--- src/rtl/exhaustive_stim_sequencer.sv ---
// Exhaustive stimulus sequencer: walks every WIDTH-bit pattern in ascending
// order, holds each for SETTLE cycles, captures the DUT response into a
// signature vector and flags a mismatch against the golden signature.
module exhaustive_stim_sequencer #(
  parameter int WIDTH  = 3,
  parameter int OUT_W  = 1,
  parameter int SETTLE = 1
) (
  input  logic                        CK,
  input  logic                        reset,
  input  logic                        start,
  input  logic [OUT_W-1:0]            dut_out,
  input  logic [OUT_W*(2**WIDTH)-1:0] golden,
  output logic [WIDTH-1:0]            pat_out,
  output logic                        busy,
  output logic                        done,
  output logic                        sample_valid,
  output logic [WIDTH-1:0]            sample_pattern,
  output logic [OUT_W-1:0]            sample_data,
  output logic [OUT_W*(2**WIDTH)-1:0] response,
  output logic                        mismatch
);

  localparam int NPAT   = 2**WIDTH;
  localparam int RESP_W = OUT_W * NPAT;
  localparam int CNT_W  = (SETTLE > 1) ? $clog2(SETTLE) : 1;

  localparam logic [CNT_W-1:0] CNT_LOAD = CNT_W'(SETTLE - 1);
  localparam logic [WIDTH-1:0] PAT_LAST = {WIDTH{1'b1}};

  typedef enum logic [1:0] {
    IDLE = 2'd0,
    RUN  = 2'd1,
    DONE = 2'd2
  } state_t;

  state_t            state_q;
  state_t            state_d;
  logic [CNT_W-1:0]  settle_cnt;
  logic              accept;
  logic              capture;
  logic [RESP_W-1:0] resp_upd;

  // Next-state decode plus the signature as it would look after this capture.
  always_comb begin
    state_d  = state_q;
    accept   = 1'b0;
    capture  = 1'b0;
    resp_upd = response;
    resp_upd[int'(pat_out)*OUT_W +: OUT_W] = dut_out;
    case (state_q)
      IDLE: begin
        if (start) begin
          accept  = 1'b1;
          state_d = RUN;
        end
      end
      RUN: begin
        if (settle_cnt == '0) begin
          capture = 1'b1;
          if (pat_out == PAT_LAST) state_d = DONE;
        end
      end
      DONE:    state_d = IDLE;
      default: state_d = IDLE;
    endcase
  end

  // State register.
  always_ff @(posedge CK) begin
    if (reset) state_q <= IDLE;
    else       state_q <= state_d;
  end

  // Pattern counter, settle timer, capture registers and end-of-run flags.
  always_ff @(posedge CK) begin
    if (reset) begin
      pat_out        <= '0;
      busy           <= 1'b0;
      done           <= 1'b0;
      sample_valid   <= 1'b0;
      sample_pattern <= '0;
      sample_data    <= '0;
      response       <= '0;
      mismatch       <= 1'b0;
      settle_cnt     <= '0;
    end else begin
      sample_valid <= 1'b0;
      done         <= 1'b0;
      if (accept) begin
        busy       <= 1'b1;
        pat_out    <= '0;
        settle_cnt <= CNT_LOAD;
        response   <= '0;
        mismatch   <= 1'b0;
      end else if (state_q == RUN) begin
        if (capture) begin
          response       <= resp_upd;
          mismatch       <= (resp_upd != golden);
          sample_valid   <= 1'b1;
          sample_pattern <= pat_out;
          sample_data    <= dut_out;
          if (pat_out == PAT_LAST) begin
            // Wrap back to pattern 0 only when the run finishes.
            pat_out <= '0;
            busy    <= 1'b0;
            done    <= 1'b1;
          end else begin
            pat_out    <= pat_out + 1'b1;
            settle_cnt <= CNT_LOAD;
          end
        end else begin
          settle_cnt <= settle_cnt - 1'b1;
        end
      end
    end
  end

endmodule

--- config.mk ---
export PLATFORM = sky130hd
export DESIGN_NAME = exhaustive_stim_sequencer
export DESIGN_NICKNAME = d
export VERILOG_FILES = /design/src/rtl/exhaustive_stim_sequencer.sv
export SDC_FILE = /design/constraint.sdc
export NUM_CORES = 1
export LEC_CHECK = 0
export BUFFER_PORTS_ARGS = -buffer_cell sky130_fd_sc_hd__buf_2
export CORE_MARGIN = 2
export CORE_UTILIZATION = 50
export CTS_CLUSTER_DIAMETER = 100
export CTS_CLUSTER_SIZE = 30
export DETAILED_ROUTE_END_ITERATION = 8
export HOLD_SLACK_MARGIN = 0.12
export PLACE_DENSITY_LB_ADDON = 0.08
export SLEW_MARGIN = 20
export SYNTH_ARGS = -nofsm -noshare
export SYNTH_HDL_FRONTEND = slang
export SYNTH_SLANG_ARGS = --single-unit
--- constraint.sdc ---
create_clock -name CK -period 6.1 [get_ports CK]
set_clock_uncertainty 0.05 [all_clocks]
set_input_delay 1.22 -clock CK [delete_from_list [all_inputs] [get_ports CK]]
set_output_delay 1.22 -clock CK [all_outputs]
set_load 0.03 [all_outputs]
Yosys cells after proc, flatten, opt, wreduce, memory -nomap -nowiden
Index checks and enable logic that the tools add are counted.
- register bits after elaboration: 22
- latch bits: 0
- bits in writable memories: 0
- memory bits (read-only): 0
- bits of input ports: 12
- output and inout bits: 19
- logic and storage cells: 55
- memories: 0
- $add $sub $neg: 3
- multipliers: 0
- div/mod/pow operators: 0
- $lt $le $gt $ge: 0
- equal/unequal tests: 7
- shifts and indexed selects: 2
- mux-type cells: 18
- bitwise logic cells: 3
- reductions and logical operators: 12
- operators by type and width (operator ; count):
    negator 3 -> 33 bit ; 1
    variable shift 1 x 33 -> 8 bit, first input constant ; 1
    indexed part select 1 x 33 -> 8 bit ; 1
    two-way mux 1 bit ; 12
    AND reduction 3 bit ; 3
    bitwise mux 8 bit ; 1
    != test 2 bit, second input constant ; 4
    != test 8 bit ; 1
    two-way mux 2 bit ; 3
    nonzero test 2 bit ; 3
    case mux 2 bit (2 select lines) ; 1
    AND reduction 2 bit ; 2
    OR reduction 4 bit ; 1
    adder 3 x 1 -> 3 bit, second input constant ; 1
    == test 3 bit, second input constant ; 1
    two-way mux 3 bit ; 1
    inverter 1 bit ; 3
    OR reduction 3 bit ; 1
    == test 2 x 1 -> 1 bit, second input constant ; 1
    logical NOT 2 bit ; 1
    OR reduction 2 bit ; 1
    subtractor 1 bit, second input constant ; 1

Depth between registers and ports, before layout
- depth in word-level cells: 5
- gate-level depth with buffers: 10
- depth with buffers taken out: 8

Worst setup path before layout
OpenSTA, ideal clock, no wires.
- kind: register -> register
- start: register pat_out[0]
- end: register mismatch
- library setup time: 0.120 ns
- data arrival time: 2.584 ns
- required time: 5.930 ns
- slack: 3.346 ns
- cell stages (with the launch flop): 9
- buffers on the path: 1
- clock period less this slack: 2.754 ns
- cell sequence: dfxtp_1 -> buf_6 -> inv_1 -> ha_1 -> ha_1 -> or4b_4 -> a222oi_1 -> o2111ai_1 -> o31a_1
- longest elaborated chain between the ends: 4
- elaborated cells between the ends (all ways): 5
- classes of those cells: add/sub: 1; eq/ne: 1; shift: 2; mux: 1
- RTL lines (what ; line ; source):
    start, declared ; 14 ; output logic [WIDTH-1:0] pat_out,
    start signal, assigned ; 109 ; pat_out <= pat_out + 1'b1;
    negator 3 -> 33 bit * ; 50 ; resp_upd[int'(pat_out)*OUT_W +: OUT_W] = dut_out;
    indexed part select 1 x 33 -> 8 bit or variable shift 1 x 33 -> 8 bit (tied branches) ; 50 ;
    bitwise mux 8 bit * ; 50 ;
    != test 8 bit * ; 99 ; mismatch <= (resp_upd != golden);
    end signal, assigned ; 99 ;
    end, declared ; 21 ; output logic mismatch
Mark *: on every way between the ends. The rest lies on a longest branch, timed or not.
A chain may end at the register's enable or synchronous reset.

Final worst setup path
Same ends and word-level chain as after synthesis.

==> key figures <==
Place
  – GPL Wtd Cong: 0.889
  – Placed Area: 0.00146 mm^2
  – Post-DP HPWL: 2.19 mm
  – Inst Count DP: 213
  – Number of port buffers: 30

Layout
  – Final Util: 59.7%
  – Diode count: 0
  – Post-Layout Inst Area: roughly 0.0015 mm^2
  – Nets: 204
  – P&R area growth vs syn: 12.2%
  – Most common cell after layout, fill and taps aside: buf_2
  – Fin cells: between 200 and 250
  – Most frequent cells in the layout: 30 x buf_2, 23 x nor2_1, 22 x dfxtp_1
  – Fraction of layout cells with a size suffix above 1: 20.3%

Timing
  – Max Freq: approximately 350 MHz
  – Max-slew violations: 0
  – Final period util: 47.4%
  – Tmin final: 2890 ps
  – Worst-Margin Slew: 1120 ps
  – Unrepaired setup endpoints after global routing: false
  – Final Hold Vio Count: 0
  – Final setup fails: 0
  – Rel. slew slack: 25.0%
  – Final setup TNS: 0 ps

Routing
  – DRC: 0
  – DRT antenna net count: 0
  – Average via count per standard cell: 5.70
  – Final WL: 2.94 mm
  – DR iter-0 viols: 30
  – Vias: roughly 1200
  – TritonRoute pass-1 iters: 4
  – WL/cell: 13.6 um

Yosys
  – Syn Inst Count: around 160
  – #FFs+latches synth: 22
  – Avg Cell Area, Syn: roughly 8.2 um^2
  – Post-synth cell types: 44
  – Post-synth EDFFs: 0
  – Post-synth top flop: dfxtp_1
  – Cell area after synthesis: between 0.001 and 0.0015 mm^2
  – Yosys warns: 0
  – Ys async rst share: 0%
  – Syn nets: 179
  – Seq/Total Area, Yosys: 33.1%

Worst setup path
  – R2R setup slack: around 3200 ps
  – WP data arrival: roughly 3000 ps
  – RR Startpoint: pat_out[0]
  – Crit. End Element: flip-flop
  – CP top delay family: compound AO/OA/AOI/OAI gates
  – Crit-path max cell delay: 680 ps
  – CP Max Fanout: 17
  – CP Buf/Inv Count: 1
  – Reg2Reg Depth: 6
  – Slowest CP cell: dfxtp_1
  – Crit path kind: reg -> reg
  – Crit. Startpoint: pat_out[0]
  – Worst setup endpoint: mismatch
  – CP cell instances: inv_1 > ha_1 > or4b_4 > a222oi_1 > o2111ai_1 > o31a_1
  – Worst path depth: 6
  – Worst Path Required: 6250 ps
  – Startpoint types: flip-flop
  – RR Endpoint: mismatch

Floorplanning
  – CORE AREA: 0.00250 mm^2
  – Site Rows: 18
  – Die footprint: roughly 0.0031 mm^2
  – Die X: 55.6 um
  – Starting density of the core: 53.2%
  – I/O pin total: 31
  – Die Ht: 55.6 um

Global route
  – Gr usage total: about a fifth
  – Vias in the first global route: between 1000 and 1500
  – GRT busiest layer: met2
  – Grt ovf: 0
  – Met2 usage: about 34%
  – First-pass GRT wire length: 5.10 mm
  – Largest net degree at the start of global routing: 18
  – GR Layer Usage met3: between 3 and 4%
  – Antenna violations before repair: 0
  – Met1 usage: 26.2%

Outcome
  – Status: finished, final reports clean

Job
  – Total of max-cap violations: 0

Clocking
  – Maximum level of the CTS H-tree: 1
  – Clock Pin Slew Worst Setup and Hold Paths: 120 ps
  – Post-CTS Setup Inserts: 0
  – Post-cts resize count: 0
  – Clock buffer depth: 2
  – Cts hold-fix bufs: 0
  – Total CTS buffers: 3
  – Latest clock arrival within the worst-skew pair: 300 ps
  – CTS tree: built
  – Clk root buf: clkbuf_4
  – Clock sink count: 22

Worst hold path
  – Min-Delay Path Class: reg -> reg

Power
  – Static leakage: 0.643 nW
  – Total power: around 0.00028 W
  – IR drop worst, VDD: between 0.0001 and 0.00015 V
  – Pwr dens: around 190 mW/mm^2
per-layer routing:
metal  wire length, um  share of wire (%)
met4                22               0.75
met5                 0                  0
met3                94                3.2
met1              1440                 49
met2              1390                 47
per-stage QoR:
step	setup WS [ps]	hold slack [ps]
final	3210	412
after global routing	2960	432
after CTS	3220	410
after detailed placement	3130	393
after global placement	3260	393
after floorplan	3350	404
synthesized netlist by cell type, types with 2 or more instances:
cell | number | share of area (%)
nand4_1 | 3 | 1.4
inv_1 | 9 | 2.5
nand2b_1 | 3 | 1.4
dfxtp_1 | 22 | 33
ha_1 | 4 | 3.8
nand2_1 | 13 | 3.7
nor2_1 | 23 | 6.5
a32oi_1 | 2 | 1.3
nand3_1 | 6 | 2.3
o21ai_0 | 2 | 0.75
clkbuf_1 | 6 | 1.7
mux2i_1 | 10 | 7.5
nor2b_1 | 5 | 2.4
o2111ai_1 | 2 | 1.3
o21bai_1 | 2 | 1.1
buf_6 | 3 | 2.5
a21oi_1 | 11 | 4.1
nor4_1 | 2 | 0.94
nor3b_1 | 6 | 3.4
nor3_1 | 5 | 1.9
cell families after synthesis:
family	share of synthesized area, %
simple gates	32.6
compound gates	14.5
flops	33.1
buf+inv	7.16
mux	7.53
fa+ha+maj	3.77
xor+xnor	1.32
worst min-delay path by stage:
stage / start / to / slack, ps / depth (start not counted)
global placement: sample_pattern[1] / sample_pattern[1] / 390 / 2
floorplan: settle_cnt / settle_cnt / 400 / 2
global route: sample_pattern[2] / sample_pattern[2] / 430 / 2
finish: sample_data / sample_data / 410 / 2
detailed placement: sample_data / sample_data / 390 / 2
CTS: sample_data / sample_data / 410 / 2
worst reg2reg max path: stages, from the launching register on:
cell and delay (ps):
dfxtp_1 680, inv_1 130, ha_1 520, or4b_4 630
a222oi_1 320, o2111ai_1 170, o31a_1 300
flip-flops by register name, summed over array words and instances, names as in the netlist:
signal,cells
response,8
pat_out,3
sample_pattern,3
state_q,2
busy,1
done,1
mismatch,1
sample_data,1
sample_valid,1
settle_cnt,1
where the power goes:
| part | internal (W) | switching [W] | leakage, nW | total [W] |
|---|---|---|---|---|
| Sequential | 0.000147 | 0.00000385 | 0.179 | 0.000151 |
| Clock | 0.0000364 | 0.0000430 | 0.0210 | 0.0000794 |
| Combinational | 0.0000191 | 0.0000320 | 0.444 | 0.0000511 |
| Total | 0.000202 | 0.0000788 | 0.643 | 0.000281 |
cell type report:
type                    count  area (um^2)
clock buffers               4         36.3
fillers                   234         1010
inverters                   9         33.8
multi-input cells         122          793
flip-flops and latches     22          440
well taps                  30         37.5
repair buffers             30          150
No activity file was read; power rests on OpenSTA's default activity.
